## src/rtl/color_pkg.sv

```systemverilog
// Shared constants and types for the colour-sensing sequencer and its classifier.
package color_pkg;

  localparam logic [2:0] COLOR_NONE    = 3'd0;
  localparam logic [2:0] COLOR_RED     = 3'd1;
  localparam logic [2:0] COLOR_GREEN   = 3'd2;
  localparam logic [2:0] COLOR_BLUE    = 3'd3;
  localparam logic [2:0] COLOR_UNKNOWN = 3'd7;

  // Filter select codes, packed as {S2,S3}
  localparam logic [1:0] FILT_RED   = 2'b00;
  localparam logic [1:0] FILT_GREEN = 2'b11;
  localparam logic [1:0] FILT_BLUE  = 2'b01;
  localparam logic [1:0] FILT_CLEAR = 2'b10;

  typedef enum logic [2:0] {
    ST_IDLE,
    ST_SELECT,
    ST_DISCARD,
    ST_CAPTURE,
    ST_CLASSIFY
  } state_t;

  typedef enum logic [1:0] {
    CH_RED,
    CH_GREEN,
    CH_BLUE,
    CH_CLEAR
  } chan_t;

  function automatic logic [1:0] filt_code(input chan_t ch);
    case (ch)
      CH_RED:   return FILT_RED;
      CH_GREEN: return FILT_GREEN;
      CH_BLUE:  return FILT_BLUE;
      default:  return FILT_CLEAR;
    endcase
  endfunction

  function automatic chan_t next_chan(input chan_t ch);
    case (ch)
      CH_RED:   return CH_GREEN;
      CH_GREEN: return CH_BLUE;
      default:  return CH_CLEAR;
    endcase
  endfunction

endpackage

```

## src/rtl/color_classifier.sv

```systemverilog
// Purely combinational surface-colour decision from the four captured channel counts.
module color_classifier
  import color_pkg::*;
#(
  parameter int WIDTH      = 32,
  parameter int MIN_CLEAR  = 50,
  parameter int DOM_MARGIN = 20
) (
  input  logic [WIDTH-1:0] red,
  input  logic [WIDTH-1:0] green,
  input  logic [WIDTH-1:0] blue,
  input  logic [WIDTH-1:0] clear,
  output logic [2:0]       color
);

  localparam logic [WIDTH-1:0] CLEAR_MIN = WIDTH'(MIN_CLEAR);
  localparam logic [WIDTH:0]   MARGIN    = (WIDTH+1)'(DOM_MARGIN);

  logic [WIDTH-1:0] top;
  logic [WIDTH-1:0] runner;
  logic [2:0]       winner;
  logic [WIDTH:0]   threshold;

  // Ties go to the earlier channel, so R beats G beats B at equal counts
  always_comb begin
    top    = red;
    runner = (green >= blue) ? green : blue;
    winner = COLOR_RED;
    if (red >= green && red >= blue) begin
      top    = red;
      runner = (green >= blue) ? green : blue;
      winner = COLOR_RED;
    end else if (green >= blue) begin
      top    = green;
      runner = (red >= blue) ? red : blue;
      winner = COLOR_GREEN;
    end else begin
      top    = blue;
      runner = (red >= green) ? red : green;
      winner = COLOR_BLUE;
    end
  end

  // One extra bit keeps the margin sum from wrapping at full-scale counts
  assign threshold = {1'b0, runner} + MARGIN;

  always_comb begin
    color = COLOR_UNKNOWN;
    if (clear < CLEAR_MIN) begin
      color = COLOR_NONE;
    end else if ({1'b0, top} >= threshold) begin
      color = winner;
    end
  end

endmodule

```

## src/rtl/color_sense_sequencer.sv

```systemverilog
// Steps the sensor filters through R, G, B, clear, captures one count per channel and classifies.
// Define COLOR_AVG_EN to average two consecutive windows per channel instead of taking one.
module color_sense_sequencer
  import color_pkg::*;
#(
  parameter int WIDTH           = 32,
  parameter int DISCARD_WINDOWS = 1,
  parameter int MIN_CLEAR       = 50,
  parameter int DOM_MARGIN      = 20
) (
  input  logic             clk,
  input  logic             rst,
  input  logic             start,
  input  logic [WIDTH-1:0] freq_in,
  input  logic             freq_valid,
  output logic             filt_s2,
  output logic             filt_s3,
  output logic [WIDTH-1:0] red_val,
  output logic [WIDTH-1:0] green_val,
  output logic [WIDTH-1:0] blue_val,
  output logic [WIDTH-1:0] clear_val,
  output logic [2:0]       color,
  output logic             color_valid,
  output logic             busy
);

  state_t           state;
  chan_t            chan;
  logic [2:0]       disc_cnt;
  logic [WIDTH-1:0] red_cap;
  logic [WIDTH-1:0] green_cap;
  logic [WIDTH-1:0] blue_cap;
  logic [WIDTH-1:0] clear_cap;
  logic [WIDTH-1:0] cap_val;
  logic             cap_done;
  logic [2:0]       cls_color;

`ifdef COLOR_AVG_EN
  logic [WIDTH-1:0] first_win;
  logic             second_half;
  logic [WIDTH:0]   win_sum;

  // The sum carries one extra bit so the halved mean always fits back in WIDTH
  assign win_sum  = {1'b0, first_win} + {1'b0, freq_in};
  assign cap_val  = win_sum[WIDTH:1];
  assign cap_done = freq_valid && second_half;
`else
  assign cap_val  = freq_in;
  assign cap_done = freq_valid;
`endif

  color_classifier #(
    .WIDTH      (WIDTH),
    .MIN_CLEAR  (MIN_CLEAR),
    .DOM_MARGIN (DOM_MARGIN)
  ) u_classifier (
    .red   (red_cap),
    .green (green_cap),
    .blue  (blue_cap),
    .clear (clear_cap),
    .color (cls_color)
  );

  always_ff @(posedge clk) begin
    if (rst) begin
      state       <= ST_IDLE;
      chan        <= CH_RED;
      disc_cnt    <= 3'd0;
      red_cap     <= '0;
      green_cap   <= '0;
      blue_cap    <= '0;
      clear_cap   <= '0;
      red_val     <= '0;
      green_val   <= '0;
      blue_val    <= '0;
      clear_val   <= '0;
      color       <= COLOR_NONE;
      color_valid <= 1'b0;
      busy        <= 1'b0;
      filt_s2     <= 1'b0;
      filt_s3     <= 1'b0;
`ifdef COLOR_AVG_EN
      first_win   <= '0;
      second_half <= 1'b0;
`endif
    end else begin
      color_valid <= 1'b0;
      case (state)
        // busy still covers the color_valid cycle, so a start landing there is dropped
        ST_IDLE: begin
          if (busy) begin
            busy <= 1'b0;
          end else if (start) begin
            chan  <= CH_RED;
            busy  <= 1'b1;
            state <= ST_SELECT;
          end
        end
        ST_SELECT: begin
          {filt_s2, filt_s3} <= filt_code(chan);
          disc_cnt           <= 3'(DISCARD_WINDOWS);
          state              <= ST_DISCARD;
        end
        ST_DISCARD: begin
          if (disc_cnt == 3'd0) begin
            state <= ST_CAPTURE;
          end else if (freq_valid) begin
            disc_cnt <= disc_cnt - 3'd1;
            if (disc_cnt == 3'd1) begin
              state <= ST_CAPTURE;
            end
          end
        end
        ST_CAPTURE: begin
`ifdef COLOR_AVG_EN
          if (freq_valid) begin
            first_win   <= freq_in;
            second_half <= !second_half;
          end
`endif
          if (cap_done) begin
            case (chan)
              CH_RED:   red_cap   <= cap_val;
              CH_GREEN: green_cap <= cap_val;
              CH_BLUE:  blue_cap  <= cap_val;
              default:  clear_cap <= cap_val;
            endcase
            if (chan == CH_CLEAR) begin
              state <= ST_CLASSIFY;
            end else begin
              chan  <= next_chan(chan);
              state <= ST_SELECT;
            end
          end
        end
        ST_CLASSIFY: begin
          red_val     <= red_cap;
          green_val   <= green_cap;
          blue_val    <= blue_cap;
          clear_val   <= clear_cap;
          color       <= cls_color;
          color_valid <= 1'b1;
          state       <= ST_IDLE;
        end
        default: state <= ST_IDLE;
      endcase
    end
  end

endmodule

```

## config.mk

```make
export PLATFORM = sky130hd
export DESIGN_NAME = color_sense_sequencer
export DESIGN_NICKNAME = d
export VERILOG_FILES = /design/src/rtl/color_pkg.sv /design/src/rtl/color_classifier.sv /design/src/rtl/color_sense_sequencer.sv
export SDC_FILE = /design/constraint.sdc
export NUM_CORES = 1
export LEC_CHECK = 0
export ABC_AREA = 1
export BUFFER_PORTS_ARGS = -buffer_cell sky130_fd_sc_hd__buf_2
export CORE_ASPECT_RATIO = 0.8
export CORE_MARGIN = 2
export CORE_UTILIZATION = 45
export CTS_CLUSTER_SIZE = 40
export DETAILED_ROUTE_END_ITERATION = 8
export SYNTH_ARGS = -nofsm -noshare
export SYNTH_HDL_FRONTEND = slang
export SYNTH_SLANG_ARGS = --single-unit
```

## constraint.sdc

```tcl
create_clock -name clk -period 5.03 [get_ports clk]
set_input_delay 0.503 -clock clk [delete_from_list [all_inputs] [get_ports clk]]
set_output_delay 0.503 -clock clk [all_outputs]
set_load 0.05 [all_outputs]
```

==> impl_metrics.json <==
{
  "drv_cap": 0,
  "cts_tree": "yes",
  "synth_fp_nets": 2293,
  "min_to": "busy$_SDFFE_PP0N_",
  "synth_ff_type": "dfxtp_1",
  "syn_area_per_cell_sq_um": 7.394,
  "syn_inst": 2119,
  "rrSetupSlack_ns": 0.23,
  "drv_slew": 0,
  "rr_startpoint": "green_cap[23]$_SDFFE_PP0P_",
  "cp_common_cell": "nand2_1",
  "relSlewSlack": 0.3396,
  "crit_path_max_fanout": 6,
  "antenna_left": 0,
  "grt.overflow.total": 0,
  "dp_hpwl_um": 36750,
  "dr_total_vias": 15284,
  "port_buffers": 170,
  "path_class": "reg2reg",
  "cp-end-kind": "register",
  "cts.clk_slew.worst_paths_ns": 0.07,
  "clockBufferDepth": 3,
  "layout_min_cycle_time_ns": 4.798,
  "holdPathStages": 3,
  "grt_busiest_layer": "met2",
  "async_flop_share": 0,
  "ys_warn_count": 0,
  "cts_made_buffers": 28,
  "tightest_slew_ns": 0.9906,
  "die_w_um": 212.6,
  "wl_um": 50540,
  "antenna_cells": 0,
  "via_per_inst": 5.429,
  "fp.coreArea_sq_mm": 0.03450,
  "hold_viol": 0,
  "seq_area_sq_mm": 0.005480,
  "antenna_found_initial": 0,
  "max_freq_mhz": 208.4,
  "finalCritPeriodShare": 0.9539,
  "clock-root-buffer": "clkbuf_16",
  "timing.hold.ws_ns": 0.2330,
  "cp-startpoint": "green_cap[23]$_SDFFE_PP0P_",
  "grt_pass1_wl_um": 77050,
  "critPathArrivalTime_ns": 5.22,
  "globalRouteMet3Util": 0.05396,
  "drt_iter0_markers": 1144,
  "rows": 61,
  "met2_usage": 0.4035,
  "synth-seq-area-share": 0.3463,
  "clk_latency_ns": 0.57,
  "routedWlPerCell_um": 17.95,
  "grt_usage": 0.2706,
  "grt_pass1_vias": 13809,
  "fillCellCount": 3342,
  "critical_path.max_stage_delay_ns": 0.39,
  "r2r-end": "color[0]$_SDFFE_PP0P_",
  "finalNetCount": 2498,
  "skew_ns": 0.01455,
  "hold_path.class": "in2reg",
  "multi_input_area_sq_mm": 0.009472,
  "hp-start": "start",
  "cts_sinks": 271,
  "crit_path_start_kind": "register",
  "layout-drive-gt1-share": 0.2424,
  "area_growth_pct": 22.74,
  "first_pass_iters": 5,
  "start_util": 0.4542,
  "dieHeight_um": 170.9,
  "reg2reg_depth": 38,
  "cp_slowest_cell": "dfxtp_4",
  "grt_max_degree": 134,
  "setup_viol": 0,
  "rsz0062_at_grt": "yes",
  "required_ns": 5.45,
  "synth_edf_count": 0,
  "final_common_cell": "nand2_1",
  "pin_count": 171,
  "htreeDepth": 1,
  "gr-usage-met1": 0.4016,
  "drc": 0,
  "synth_area_sq_mm": 0.01567,
  "die_area_sq_mm": 0.03633,
  "gp_congestion": 0.9211,
  "final_cell_mix": "nand2_1, nor2_1, a211oi_1",
  "synth.distinct_cells": 52,
  "ys_ff_latch": 271,
  "status": "finished, final reports clean"
}
==> timing repair <==
action | 4_1_cts | 5_1_grt
hold buffers | 0 | 0
gates cloned | 0 | 1
setup buffers | 1 | 20
endpoints found under the setup margin | 3 | 3
gates resized for setup | 10 | 186
pin swaps | 4 | 55
==> through the flow <==
step	cell area (sq um)	TNS (ns)	setup WS (ns)	util	std cells
floorplan	15670	0	0.5782	-	2119
CTS	18430	0	0.02786	0.5343	2796
detailed placement	17450	-0.6023	-0.2069	0.5057	2746
finish	19230	0	0.2319	0.5575	2815
global placement	17450	-0.3549	-0.1184	0.5057	2746
global route	19230	-0.1708	-0.06373	0.5575	2815
==> state kept, by name (all words and copies together), names as in the netlist, 2 cells and up <==
register,flops
disc_cnt,3
chan,2
clear_val,32
clear_cap,32
red_val,32
color,3
blue_cap,32
blue_val,32
green_cap,32
red_cap,32
state,3
green_val,32
==> synth_stat cells (all sizes together), types with 2 or more instances <==
cell type / count / area share
nor4: 5 / 0.0020
xor2: 20 / 0.011
a21o: 4 / 0.0019
o21bai: 2 / 0.00096
a211oi: 253 / 0.12
dfxtp: 271 / 0.35
a22oi: 2 / 0.00096
buf: 29 / 0.014
a311oi: 2 / 0.0011
nor3: 8 / 0.0032
a21oi: 67 / 0.023
inv: 206 / 0.050
ha: 138 / 0.11
o211ai: 31 / 0.015
nand2: 392 / 0.10
nor2: 347 / 0.089
nand3: 108 / 0.036
o21a: 3 / 0.0014
xnor2: 6 / 0.0034
nand4: 35 / 0.014
clkbuf: 95 / 0.023
o21ai: 82 / 0.027
==> logic make-up (layout without fill, tap and decap cells) <==
kind of cell / count (synthesis) / after routing / synth area share
AND/OR/NAND/NOR: 900 / 900 / 0.2464
AO/OA/AOI/OAI: 453 / 453 / 0.1965
buffers and inverters: 331 / 555 / 0.08609
flip-flops: 271 / 271 / 0.3463
adder cells (fa/ha/maj): 138 / 138 / 0.1102
XOR/XNOR: 26 / 26 / 0.01453
==> layer usage <==
| metal | up-vias | part of all wire |
|---|---|---|
| met1 | 7099 | 0.48 |
| met5 | - | 0 |
| li1 | 7656 | - |
| met2 | 469 | 0.42 |
| met3 | 60 | 0.075 |
| met4 | 0 | 0.017 |
==> layout make-up <==
cell class,count,area share
Clock inverter,10,0.007547
Multi-Input combinational cell,1517,0.4925
Inverter,207,0.04118
Tap cell,472,0.03071
Timing Repair Buffer,299,0.1019
Sequential cell,271,0.2850
Clock buffer,39,0.04118
==> critical path, delay by kind of cell (launching register included) <==
family                     cells  cell delay [ns]
AOI/OAI and AO/OA              2             0.15
buffers and inverters          7             0.72
and+or+nand+nor               25             2.50
adders and majority gates      3             0.75
xor gates and xnor gates       1             0.10
DFF                            1             0.39
==> worst max path at each step <==
stage / endpoint / slack, ns / depth (start not counted)
after CTS: color[0]$_SDFFE_PP0P_ / 0.03 / 36
after global routing: color[0]$_SDFFE_PP0P_ / -0.06 / 37
final: color[0]$_SDFFE_PP0P_ / 0.23 / 38
after floorplan: color[0]$_SDFFE_PP0P_ / 0.58 / 37
after detailed placement: color[0]$_SDFFE_PP0P_ / -0.21 / 41
after global placement: color[1]$_SDFFE_PP0P_ / -0.12 / 41
Power is not shown: default switching activity piles up to over one toggle a cycle in this logic, so the estimate is an artifact.
